--- config.mk ---
export PLATFORM = sky130hd
export DESIGN_NAME = exception_sequencer
export DESIGN_NICKNAME = d
export VERILOG_FILES = /design/src/rtl/exception_sequencer.sv
export SDC_FILE = /design/constraint.sdc
export NUM_CORES = 1
export LEC_CHECK = 0
export ABC_AREA = 1
export BUFFER_PORTS_ARGS = -buffer_cell sky130_fd_sc_hd__buf_2
export CORE_MARGIN = 2
export CORE_UTILIZATION = 35
export CTS_CLUSTER_SIZE = 20
export DETAILED_ROUTE_END_ITERATION = 10
export SYNTH_ARGS = -nofsm -noshare
export SYNTH_HDL_FRONTEND = slang
export SYNTH_SLANG_ARGS = --single-unit
--- constraint.sdc ---
create_clock -name clk_i -period 2.05 [get_ports clk_i]
set_clock_uncertainty 0.2 [all_clocks]
set_input_delay 0.3075 -clock clk_i [delete_from_list [all_inputs] [get_ports clk_i]]
set_output_delay 0.3075 -clock clk_i [all_outputs]
set_load 0.01 [all_outputs]
--- src/rtl/exception_sequencer.sv ---
// exception_sequencer: on a raised exception, saves the faulting PC into EPC,
// fetches the handler byte from the exception vector slot and loads it into PC.
// The main control unit is stalled (busy_o) while the sequence runs.
// Optional feature: define EXC_CAUSE_REG_EN to build the latched cause_o register;
// without it cause_o is tied to 2'b00.
//
// state    | meaning
// IDLE     | waiting for a non-spurious exception request
// SAVE_EPC | write faulting PC minus PC_DEC into EPC
// MEM_REQ  | issue the vector-slot read, arm the latency counter
// MEM_WAIT | wait out the memory latency, capture the handler byte
// LOAD_PC  | write the zero-extended handler byte into PC
module exception_sequencer #(
  parameter int unsigned MEM_LATENCY = 1,
  parameter logic [31:0] PC_DEC      = 32'd4
) (
  input  logic        clk_i,
  input  logic        reset_n_i,
  input  logic        exc_req_i,
  input  logic [31:0] mem_position_i,
  input  logic [31:0] pc_current_i,
  input  logic [31:0] mem_rdata_i,
  output logic        exc_ack_o,
  output logic        busy_o,
  output logic        epc_wr_o,
  output logic [31:0] epc_data_o,
  output logic        mem_rd_o,
  output logic [31:0] mem_addr_o,
  output logic        pc_wr_o,
  output logic [31:0] pc_data_o,
  output logic        done_o,
  output logic [1:0]  cause_o
);

  typedef enum logic [2:0] {
    IDLE     = 3'd0,
    SAVE_EPC = 3'd1,
    MEM_REQ  = 3'd2,
    MEM_WAIT = 3'd3,
    LOAD_PC  = 3'd4
  } state_e;

  localparam logic [3:0] LAT_M1 = 4'(MEM_LATENCY - 1);

  state_e      state_q, state_d;
  logic [3:0]  cnt_q, cnt_d;
  logic [31:0] addr_q;
  logic [31:0] epc_q;
  logic [31:0] mem_addr_q;
  logic [7:0]  vec_q;
  logic        accept;
  logic        unused_rdata;

  // Only the low byte of the vector slot is a handler address.
  assign unused_rdata = ^mem_rdata_i[31:8];

  // A zero vector address means the request is spurious and is dropped.
  assign accept = (state_q == IDLE) && exc_req_i && (mem_position_i != 32'd0);

  // State and latency counter registers.
  always_ff @(posedge clk_i or negedge reset_n_i) begin
    if (!reset_n_i) begin
      state_q <= IDLE;
      cnt_q   <= 4'd0;
    end else begin
      state_q <= state_d;
      cnt_q   <= cnt_d;
    end
  end

  // Next-state and counter logic.
  always_comb begin
    state_d = state_q;
    cnt_d   = cnt_q;
    unique case (state_q)
      IDLE:     if (accept) state_d = SAVE_EPC;
      SAVE_EPC: state_d = MEM_REQ;
      MEM_REQ: begin
        cnt_d   = LAT_M1;
        state_d = MEM_WAIT;
      end
      MEM_WAIT: begin
        if (cnt_q == 4'd0) state_d = LOAD_PC;
        else               cnt_d   = cnt_q - 4'd1;
      end
      LOAD_PC:  state_d = IDLE;
      default:  state_d = IDLE;
    endcase
  end

  // Request capture and data-output holding registers. EPC is formed at
  // acceptance so it is already stable during SAVE_EPC; mem_addr only moves
  // when a new read is about to issue, so it holds between sequences.
  always_ff @(posedge clk_i or negedge reset_n_i) begin
    if (!reset_n_i) begin
      addr_q     <= 32'd0;
      epc_q      <= 32'd0;
      mem_addr_q <= 32'd0;
      vec_q      <= 8'd0;
    end else begin
      if (accept) begin
        addr_q <= mem_position_i;
        epc_q  <= pc_current_i - PC_DEC;
      end
      if (state_q == SAVE_EPC) mem_addr_q <= addr_q;
      if ((state_q == MEM_WAIT) && (cnt_q == 4'd0)) vec_q <= mem_rdata_i[7:0];
    end
  end

`ifdef EXC_CAUSE_REG_EN
  logic [1:0] cause_q;

  // Cause is the low two bits of the vector slot, kept until the next accept.
  always_ff @(posedge clk_i or negedge reset_n_i) begin
    if (!reset_n_i)  cause_q <= 2'b00;
    else if (accept) cause_q <= mem_position_i[1:0];
  end

  assign cause_o = cause_q;
`else
  assign cause_o = 2'b00;
`endif

  // Control strobes decode from state; data outputs come from holding registers.
  always_comb begin
    exc_ack_o  = accept;
    busy_o     = (state_q != IDLE);
    epc_wr_o   = (state_q == SAVE_EPC);
    mem_rd_o   = (state_q == MEM_REQ);
    pc_wr_o    = (state_q == LOAD_PC);
    done_o     = (state_q == LOAD_PC);
    epc_data_o = epc_q;
    mem_addr_o = mem_addr_q;
    pc_data_o  = {24'd0, vec_q};
  end

endmodule

Word level (Yosys, flattened, before mapping). Cells that the tools add are included.

Register bits after elaboration: 111. Input port bits: 99. Output and inout bits: 104. Logic and storage cells: 30.

Add/sub/neg operators: 2. Equality and inequality tests: 7. Multiplexer cells: 5. Reduce and logical (&&, ||, !) cells: 10.

Operators with widths (number): 32-bit nonzero test (1); 32-bit by 3-bit subtractor with 32-bit output (second input constant) (1); 3-bit case mux with 4 select lines (1); 4-bit case mux with 2 select lines (1); 3-bit by 2-bit == test with 1-bit output (second input constant) (2); 3-bit 2-to-1 mux (2); 2-bit inequality test (second input constant) (3); 4-bit logical NOT (1); 4-bit 2-to-1 mux (1); 2-bit AND reduction (2); 4-bit by 1-bit subtractor with 4-bit output (second input constant) (1); 3-bit by 1-bit == test with 1-bit output (second input constant) (1); 3-bit == test (second input constant) (1); 1-bit logical AND (3); 3-bit logical NOT (1); 3-bit nonzero test (1); 2-bit nonzero test (1).

Depth between registers and ports, before layout. Gate-level depths: netlist of run 1.

Word-level depth: 5. Gate-level depth with buffers: 10. Mapped depth without buffers: 10.

Least setup slack after synthesis of run 1. OpenSTA, ideal clock, no wires.

Path type: register to output. Start: reg state_q[2]. End: out exc_ack_o. Arrival time: 1.078 ns. Data required time: 1.542 ns. Slack: 0.464 ns. Stages on the path, launching flop included: 6. Path buffers: 2. Path through: dfrtp_1 nor2_4 nand3_1 nor2_1 buf_6 buf_6.

Longest elaborated chain between the ends: 3.

RTL lines: from (decl) (RTL line 45) `state_e state_q, state_d;`; from (signal assigned) (RTL line 66) `state_q <= state_d;`; 3-bit logical NOT (RTL line 58) `assign accept = (state_q == IDLE) && exc_req_i && (mem_position_i != 32'd0);`; 1-bit logical AND (2 in series) (RTL line 58); to (decl) (RTL line 23) `output logic exc_ack_o,`.

No other way between the ends.

Final worst setup path of run 1. Ends and elaborated chain as after synthesis.

==> run_results.csv, run 1 <==
group,metric,value,unit
clock_tree,cts-root-buf,"clkbuf_16",
sta,hold_viol_final,0,
synth,synth-edff-count,0,
synth,synth_top_area_frac,0.5015,
clock_tree,cts.sink_count,111,
synth,syn_area,0.005539,sq mm
sta,worst_pin_slew,0.6508,ns
global_routing,grt.total_usage,0.1676,
finish,fin_nets,995,
clock_tree,clk_pin_slew_worst_paths,0.08,ns
floorplanning,ios,203,
sta,slew_headroom,0.5655,
synth,synth_top_family_by_area,"simple AND/OR/NAND/NOR gates",
clock_tree,h-tree-depth,3,
synth,synth_xor_area_frac,0.02688,
drt,wirelength,13850,um
global_routing,use_met3,0.03813,
finish,area_delta_synth_final,29.16,%
worst_setup_path,endpoint_kind,"primary output",
sta,finalSetupTns,0,ns
global_routing,antenna_found_initial,0,
floorplanning,coreArea,0.01531,sq mm
global_routing,grt_max_degree,66,
placed_design,hpwl,9945,um
run,drv_cap,0,
sta,layout_worst_path_cycle_share,0.9387,
sta,min_period,1.924,ns
global_routing,met2_usage,0.2713,
synth,yosys.area_share.simple,0.3194,
clock_tree,clock_path_buffers,2,
floorplanning,die_x,129.8,um
drt,via_per_inst,4.336,
floorplanning,num_rows,45,
worst_setup_path,crit_path_max_fanout,4,
worst_setup_path,cp.arrival,1.42,ns
synth,yosysSeqAreaShare,0.5015,
finish,antennaDiodeCount,0,
synth,synth-adder-area-share,0.006777,
floorplanning,dieArea,0.01685,sq mm
worst_setup_path,path_cells,"nor2_4, nand3_2, nor2_4, buf_2",
synth,ys_seq_elements,111,
clock_tree,clk-insertion-delay-late,0.35,ns
synth,synth_flop_cell,"dfrtp_1",
clock_tree,cts_buffers,9,
pwr,ir_drop,453.5,uV
finish,stdcell_count,1109,
synth,synth_cell_types,29,
global_routing,grt_util_met1,0.2202,
drt,drt-initial-drc-count,273,
finish,final_layout_size_suffix_gt1_frac,0.2450,
drt,wl_per_cell,12.49,um
sta,max_freq,0.5197,GHz
synth,synthArstFlopShare,1.000,
global_routing,grt.busiest_layer,"met2",
drt,ant_nets,0,
sta,finalSetupViolCount,0,
synth,yosys_warnings,0,
placed_design,io_buffer_count,152,
pwr,power_density,1270,mW/mm^2
sta,drv_slew,0,
clock_tree,tritoncts,"built",
synth,ys_top_cells_by_count,"nand2_1, dfrtp_1, nor2_1",
synth,syn_inst,698,
worst_setup_path,worst_path_most_repeated_cell,"nor2_4",
synth,synth_compound_area_frac,0.04201,
worst_setup_path,criticalPathCategory,"reg -> out",
synth,avgSynthCellArea,7.936,sq um
synth,synth_top_area_cell,"dfrtp_1",
global_routing,grt_pass1_vias,4464,
placed_design,place.gp.congestion,0.8784,
worst_setup_path,critPathLaunchType,"flop",
run_status,outcome,"completed",
floorplanning,initial_core_util,0.3617,
synth,synth_mux_area_frac,0,
global_routing,grt_pass1_wl,22160,um
synth,synth_most_common_cell,"nand2_1",
floorplanning,die_h,129.8,um
global_routing,grt_overflow,0,
drt,drc,0,
drt,first_pass_iters,5,
finish,post-route-util,0.4672,
sta,rsz0062_at_grt,"false",
pwr,p_leak,0.003875,uW
synth,ys_top_cells_by_area,"dfrtp_1, nand2_1, nor2_1, buf_4, inv_1",
worst_setup_path,cpPeakStageDelay,0.47,ns
drt,vias,4809,
placed_design,post-place-cells,1050,
hold_path,holdCritPathClass,"in -> reg",
worst_setup_path,slowest_stage,"dfrtp_1",
worst_setup_path,cp.required,1.54,ns
cell usage in the layout, fill, tap and decap left out:
master	count
clkbuf_16	9
inv_2	3
dfrtp_1	111
o21ai_0	13
o21bai_1	5
nand4_1	4
nor3_2	1
buf_4	10
nand3_2	1
clkinvlp_4	1
nand2_1	321
ha_1	2
o22ai_1	3
xnor2_1	9
clkbuf_1	1
ha_2	1
buf_12	5
nor3_4	1
dlygate4sd3_1	39
o21ai_2	10
clkbuf_8	1
nor2_1	78
inv_6	3
nor2_4	3
xor2_1	8
nand4_2	1
o21ai_1	1
nand2_2	14
o21bai_4	1
buf_2	151
conb_1	26
nand3_1	19
buf_6	1
inv_1	38
bufinv_16	1
nor2_2	2
per-stage QoR:
step	hold slack (ns)	power (uW)	instance area, sq um	setup WS, ns
after floorplan	-0.1881	5981	5633	0.4642
after global placement	0.1329	7177	6404	0.1411
after detailed placement	0.1307	7231	6404	0.1295
after CTS	0.00006872	9186	7113	0.03258
after global routing	0.02178	9839	7154	0.006649
final	0.01681	9088	7154	0.1257
registers in the layout (all words and copies together) (netlist names):
name / count
addr_q: 32
epc_data_o: 32
mem_addr_o: 32
vec_q: 8
cnt_q: 4
state_q: 3
per-layer routing:
metal	vias to the layer above	wire length (um)
met4	0	252
li1	2480	-
met1	2163	6287
met3	18	857
met5	-	0
met2	148	6452
worst paths after layout:
| check | from | to | slack, ns | cells past startpoint |
|---|---|---|---|---|
| setup / recovery | state_q[2]$_DFFE_PN0P_ | exc_ack_o | 0.13 | 4 |
| hold / removal | mem_position_i[0] | addr_q[0]$_DFFE_PN0P_ | 0.02 | 3 |
| min in group asynchronous | reset_n_i | addr_q[15]$_DFFE_PN0P_ | 0.29 | 3 |
| hold reg to reg | mem_addr_o[6]$_DFFE_PN0P_ | mem_addr_o[6]$_DFFE_PN0P_ | 0.27 | 2 |
| setup reg to reg | state_q[0]$_DFFE_PN0P_ | mem_addr_o[1]$_DFFE_PN0P_ | 0.30 | 6 |
| max in group asynchronous | reset_n_i | epc_data_o[20]$_DFFE_PN0P_ | 1.02 | 3 |
worst max-delay path: cells and delay by family (launching register included):
| kind | cells | cell delay (ns) |
|---|---|---|
| AND/OR/NAND/NOR | 3 | 0.45 |
| flip-flops | 1 | 0.47 |
| buffers and inverters | 1 | 0.15 |
where the power goes:
part | switching (uW) | internal (uW)
Clock | 838 | 997
Combinational | 2160 | 1440
Sequential | 487 | 3160
Total | 3480 | 5600
logic make-up (layout without fill, tap and decap cells):
| family | after synthesis | count (layout) |
|---|---|---|
| simple gates | 445 | 445 |
| flops | 111 | 111 |
| buf+inv | 88 | 263 |
| compound gates | 33 | 33 |
| xor+xnor | 17 | 17 |
| fa+ha+maj | 3 | 3 |
| other cells | 1 | 26 |
cell type report:
type / instances / area [sq um]
Fill cell: 1590 / 8160
Sequential cell: 111 / 2778
Multi-Input combinational cell: 524 / 2320
Timing Repair Buffer: 206 / 1333
Tap cell: 211 / 264.0
Clock buffer: 11 / 242.7
Inverter: 41 / 153.9
Clock inverter: 5 / 63.81
what timing repair did:
item / in CTS / in global routing
setup endpoints to repair: 1 / 9
buffers inserted: 1 / 3
hold buffers: 39 / 0
hold endpoints to repair: 149 / 0
resized for setup: 1 / 6
pin swaps: 1 / 1
No activity file was read; power rests on OpenSTA's default activity.
==> run 2, diff against run 1 <==
Settings changed: RECOVER_POWER set to 50, SLEW_MARGIN set to 10.
==> run 2 against run 1 <==
- count of clock-buffer cells in the layout is the same
- critical path depth is the same
- total power shrank 0.92%
- non-clock buffer count is the same
- sequential power is essentially flat
- combinational power shrank 3%
- register-to-register slack is essentially flat
- utilization shrank 0.49 points
- wire length grew 0.35%
- die area is the same
- first-iteration DRC count shrank 8.8%
- critical endpoint unchanged
- largest cell class unchanged
- highest routed layer unchanged
==> run_results.csv, run 2 (synthesis gave the netlist of run 1 again) <==
group,metric,value,unit
drt,first_pass_iters,4,
run_status,outcome,"completed",
drt,drt-initial-drc-count,249,
sta,max_freq,0.5212,GHz
floorplanning,ios,203,
worst_setup_path,critPathLaunchType,"flop",
pwr,power_density,1272,mW/mm^2
clock_tree,cts-root-buf,"clkbuf_16",
worst_setup_path,path_cells,"nor2_4, nand3_2, nor2_4, buf_2",
clock_tree,clock_path_buffers,2,
clock_tree,h-tree-depth,3,
finish,layout_common_cells,"nand2_1, buf_2, dfrtp_1",
global_routing,grt_max_degree,66,
floorplanning,die_x,129.8,um
drt,wirelength,13900,um
worst_setup_path,cp.depth,4,
placed_design,io_buffer_count,152,
global_routing,antenna_found_initial,0,
sta,rsz0062_at_grt,"false",
finish,fin_nets,995,
pwr,p_sw,3495,uW
worst_setup_path,worst_path_most_repeated_cell,"nor2_4",
drt,drc,0,
hold_path,min_path_cells,3,
sta,layout_worst_path_cycle_share,0.9359,
worst_setup_path,slowest_stage,"dfrtp_1",
pwr,ir_drop,454.6,uV
global_routing,grt_overflow,0,
global_routing,use_met3,0.03813,
worst_setup_path,cp.arrival,1.41,ns
clock_tree,tritoncts,"built",
sta,slew_headroom,0.2273,
run,drv_cap,0,
pwr,clock_power_share,0.204,
placed_design,post-place-cells,1050,
global_routing,grt_util_met1,0.2202,
global_routing,grt.total_usage,0.1676,
worst_setup_path,cpPeakStageDelay,0.47,ns
worst_setup_path,criticalPathCategory,"reg -> out",
global_routing,grt_pass1_wl,22160,um
floorplanning,initial_core_util,0.3617,
finish,antennaDiodeCount,0,
finish,final_layout_size_suffix_gt1_frac,0.2027,
worst_setup_path,crit_family,"flip-flops",
drt,wl_per_cell,12.53,um
clock_tree,clk_pin_slew_worst_paths,0.08,ns
clock_tree,clk-insertion-delay-late,0.35,ns
drt,via_per_inst,4.337,
floorplanning,coreArea,0.01531,sq mm
sta,min_period,1.919,ns
pwr,combPwrFrac,0.389,
pwr,p_leak,0.003736,uW
global_routing,met2_usage,0.2713,
sta,finalSetupViolCount,0,
worst_setup_path,crit_path_max_fanout,4,
sta,worst_pin_slew,1.159,ns
finish,layout_commonest_cell,"nand2_1",
floorplanning,dieArea,0.01685,sq mm
global_routing,grt.busiest_layer,"met2",
floorplanning,num_rows,45,
clock_tree,cts_buffers,9,
sta,drv_slew,0,
finish,area_delta_synth_final,27.81,%
pwr,p_sw_frac,0.3881,
drt,ant_nets,0,
placed_design,place.gp.congestion,0.8784,
worst_setup_path,path_buf_inv,1,
sta,hold_viol_final,0,
worst_setup_path,reg2reg_depth,6,
pwr,share_seq_of_total_power,0.407,
finish,stdcell_count,1109,
hold_path,holdCritPathClass,"in -> reg",
global_routing,grt_pass1_vias,4464,
floorplanning,die_h,129.8,um
sta,finalSetupTns,0,ns
finish,fillers,1611,
placed_design,hpwl,9945,um
sta,hold_slack,0.01547,ns
pwr,p_int,5509,uW
clock_tree,cts.sink_count,111,
worst_setup_path,cp.required,1.54,ns
worst_setup_path,endpoint_kind,"primary output",
drt,vias,4810,
[run 2: worst register-to-register path, stage by stage (launching register included)]
cell and delay (ns):
dfrtp_1 0.42, inv_1 0.14, nor3_4 0.07, buf_4 0.14, inv_2 0.47, nand2_1 0.13
o21ai_0 0.10
[run 2: worst paths after layout]
check	from	endpoint	slack, ns
setup / recovery	state_q[2]$_DFFE_PN0P_	exc_ack_o	0.13
setup reg to reg	state_q[0]$_DFFE_PN0P_	mem_addr_o[1]$_DFFE_PN0P_	0.30
max in group asynchronous	reset_n_i	addr_q[7]$_DFFE_PN0P_	0.31
min in group asynchronous	reset_n_i	mem_addr_o[19]$_DFFE_PN0P_	0.54
hold reg to reg	mem_addr_o[28]$_DFFE_PN0P_	mem_addr_o[28]$_DFFE_PN0P_	0.27
hold / removal	mem_position_i[0]	addr_q[0]$_DFFE_PN0P_	0.02
[run 2: stage by stage]
step                      setup WS, ns  power [uW]    util  area [sq um]
after global routing          0.006649        9754  0.4623          7079
after detailed placement        0.1295        7231  0.4181          6404
after global placement          0.1411        7177  0.4181          6404
after floorplan                 0.4642        5981       -          5633
final                           0.1314        9004  0.4623          7079
after CTS                      0.03258        9186  0.4645          7113
[run 2: final cells by class]
class	count	area [sq um]	share of cell area
flip-flops and latches	111	2778	0.3924
multi-input cells	524	2320	0.3277
repair buffers	206	1257	0.1776
well taps	211	264.0	0.03729
clock buffers	11	242.7	0.03429
inverters	41	153.9	0.02174
clock inverters	5	63.81	0.009014
[run 2: timing repair]
item | 4_1_cts | 5_1_grt
endpoints found under the hold margin | 149 | 0
gates resized for setup | 1 | 6
pin swaps | 1 | 1
endpoints found under the setup margin | 1 | 9
hold buffers | 39 | 0
setup buffers | 1 | 3
[run 2: routing by layer]
metal	share of wire	up-vias
li1	-	2481
met1	0.46	2170
met2	0.46	141
met3	0.058	18
met4	0.018	0
met5	0	-
[run 2: power by group through the flow]
stage	registers (uW)	logic (uW)	clock network, uW
final	3660	3500	1840
after global routing	3800	3980	1970
after CTS	3660	3630	1900
after detailed placement	3700	3530	0
after global placement	3680	3500	0
after floorplan	3970	2010	0
==> run 3, diff against run 2 <==
Settings changed: BUFFER_PORTS_ARGS -buffer_cell sky130_fd_sc_hd__buf_2 to not set, DONT_BUFFER_PORTS set to 1, GPL_TIMING_DRIVEN set to 1, SLEW_MARGIN 10 to not set.
==> run 3 against run 2 <==
- the run now ends with negative hold slack left
- critical path depth decreased by 2
- sequential power grew 14%
- sequential share of layout area up 2.9 points
- final area fell by 6.8%
- total power shrank 7.9%
- first-iteration DRC count decreased by 2.4%
- cell count shrank 12%
- wire length grew 1.6%
- hold slack lost 0.58 ns
- die area unchanged
- count of clock-buffer cells in the layout decreased by 2
- largest power group unchanged
==> run_results.csv, run 3 (synthesis gave the netlist of run 1 again) <==
group,metric,value,unit
run_status,outcome,"finished with violations",
run_status,violations,"negative hold slack",
worst_setup_path,cp.required,1.54,ns
worst_setup_path,crit_path_max_fanout,30,
worst_setup_path,slowest_stage,"dfrtp_2",
placed_design,io_buffer_count,0,
clock_tree,cts_buffers,9,
clock_tree,tritoncts,"built",
sta,rsz0062_at_grt,"false",
clock_tree,cts-root-buf,"clkbuf_16",
floorplanning,coreArea,0.01531,sq mm
drt,via_per_inst,4.511,
floorplanning,ios,203,
clock_tree,clk_pin_slew_worst_paths,0.08,ns
floorplanning,initial_core_util,0.3617,
sta,worst_pin_slew,0.6662,ns
run,drv_cap,0,
drt,wl_per_cell,14.41,um
worst_setup_path,cpPeakStageDelay,0.46,ns
worst_setup_path,path_buf_inv,1,
drt,drt-initial-drc-count,243,
global_routing,grt_pass1_wl,22570,um
sta,hold_slack,-0.5643,ns
floorplanning,num_rows,45,
pwr,share_seq_of_total_power,0.504,
placed_design,placed_cell_area,0.005558,sq mm
pwr,p_sw_frac,0.4038,
floorplanning,die_x,129.8,um
finish,design_area,0.006595,sq mm
global_routing,grt.total_usage,0.1734,
drt,ant_nets,0,
global_routing,grt_overflow,0,
worst_setup_path,endpoint_kind,"primary output",
finish,fin_nets,866,
pwr,combPwrFrac,0.287,
sta,slew_headroom,0.5552,
sta,finalSetupTns,0,ns
global_routing,grt_pass1_vias,4424,
finish,layout_commonest_cell,"nand2_1",
worst_setup_path,cp.arrival,1.43,ns
pwr,power_density,1257,mW/mm^2
finish,layout_common_cells,"nand2_1, dfrtp_1, nor2_1",
worst_setup_path,reg2reg_depth,7,
clock_tree,cts.sink_count,111,
worst_setup_path,crit_family,"flip-flops",
drt,first_pass_iters,5,
pwr,p_sw,3348,uW
finish,area_delta_synth_final,19.06,%
clock_tree,clk-insertion-delay-late,0.36,ns
sta,finalSetupViolCount,0,
worst_setup_path,critPathLaunchType,"flop",
worst_setup_path,path_cells,"nor3_4, buf_4",
sta,min_period,1.941,ns
worst_setup_path,criticalPathCategory,"reg -> out",
sta,hold_viol_final,111,
placed_design,hpwl,9356,um
finish,stdcell_count,980,
finish,final_layout_size_suffix_gt1_frac,0.07542,
drt,drc,0,
pwr,p_int,4944,uW
placed_design,place.gp.congestion,0.8413,
clock_tree,h-tree-depth,3,
finish,antennaDiodeCount,0,
global_routing,antenna_found_initial,0,
clock_tree,hold_buffers,70,
clock_tree,clock_path_buffers,2,
worst_setup_path,cp.depth,2,
sta,drv_slew,0,
floorplanning,die_h,129.8,um
drt,wirelength,14120,um
floorplanning,dieArea,0.01685,sq mm
pwr,clock_power_share,0.209,
pwr,ir_drop,472.8,uV
global_routing,grt_max_degree,112,
hold_path,holdCritPathClass,"in -> async",
placed_design,post-place-cells,892,
sta,max_freq,0.5152,GHz
drt,vias,4421,
pwr,p_leak,0.003301,uW
sta,layout_worst_path_cycle_share,0.9468,
==> run 3: cell types whose count changed in the layout (fill, tap and decap cells not counted), sizes merged, moves of 2 or more <==
cell and delta:
buf -121, clkbuf -42, dlygate4sd3 +31, clkinv +2
==> run 3: layout make-up <==
class	count	area, sq um
sequential	111	2779
clock inverter	7	65.06
clock buffer	9	225.2
fill	1560	8720
tap	211	264.0
inverter	41	153.9
multi-input combinational	524	2305
timing repair buffer	77	803.3
==> run 3: worst register-to-register path, cell delays in order (launching register included) <==
cell and delay, ns:
dfrtp_2 0.46, nor2_4 0.16, nand3_2 0.13, nor2_4 0.14, buf_4 0.14, buf_4 0.25
nand3_1 0.12, nand2_1 0.07
==> run 3: timing repair <==
item / 4_1_cts / 5_1_grt
endpoints found under the setup margin: 1 / 1
hold endpoints to repair: 181 / 111
buffers inserted: 1 / 0
pin swaps: 1 / 0
gates resized for setup: 0 / 2
cloned: 1 / 0
==> run 3: power groups by stage <==
stage / sequential [uW] / combinational, uW / clock, uW
2_1_floorplan: 3970 / 2010 / 0
3_5_place_dp: 4240 / 2230 / 0
3_3_place_gp: 4220 / 2150 / 0
5_1_grt: 4310 / 2790 / 1880
6_report: 4180 / 2380 / 1730
4_1_cts: 4210 / 2430 / 1790
==> run 3: through the flow <==
step                      total power, uW    util  worst slack (ns)
after floorplan                      5981       -            0.4642
after global placement               6379  0.3629            0.2983
after detailed placement             6467  0.3629            0.2855
after CTS                            8425  0.4302          0.002100
after global routing                 8974  0.4306           0.01440
final                                8292  0.4306            0.1090
==> run 3: per-layer routing <==
metal,routed length (um),global-route usage
met2,6683,0.2784
met1,5866,0.2183
met4,176,0.05882
met5,0,0
met3,1397,0.06150
==> run 3: worst paths after layout <==
| check | startpoint | end | slack, ns |
|---|---|---|---|
| worst min register to register | addr_q[26]$_DFFE_PN0P_ | mem_addr_o[26]$_DFFE_PN0P_ | 0.27 |
| min in group clk_i | pc_current_i[26] | epc_data_o[26]$_DFFE_PN0P_ | 0.02 |
| worst max-delay path | state_q[2]$_DFFE_PN0P_ | epc_wr_o | 0.11 |
| max in group asynchronous | reset_n_i | state_q[2]$_DFFE_PN0P_ | 2.01 |
| worst max register to register | state_q[2]$_DFFE_PN0P_ | epc_data_o[21]$_DFFE_PN0P_ | 0.32 |
| worst min-delay path | reset_n_i | mem_addr_o[18]$_DFFE_PN0P_ | -0.56 |
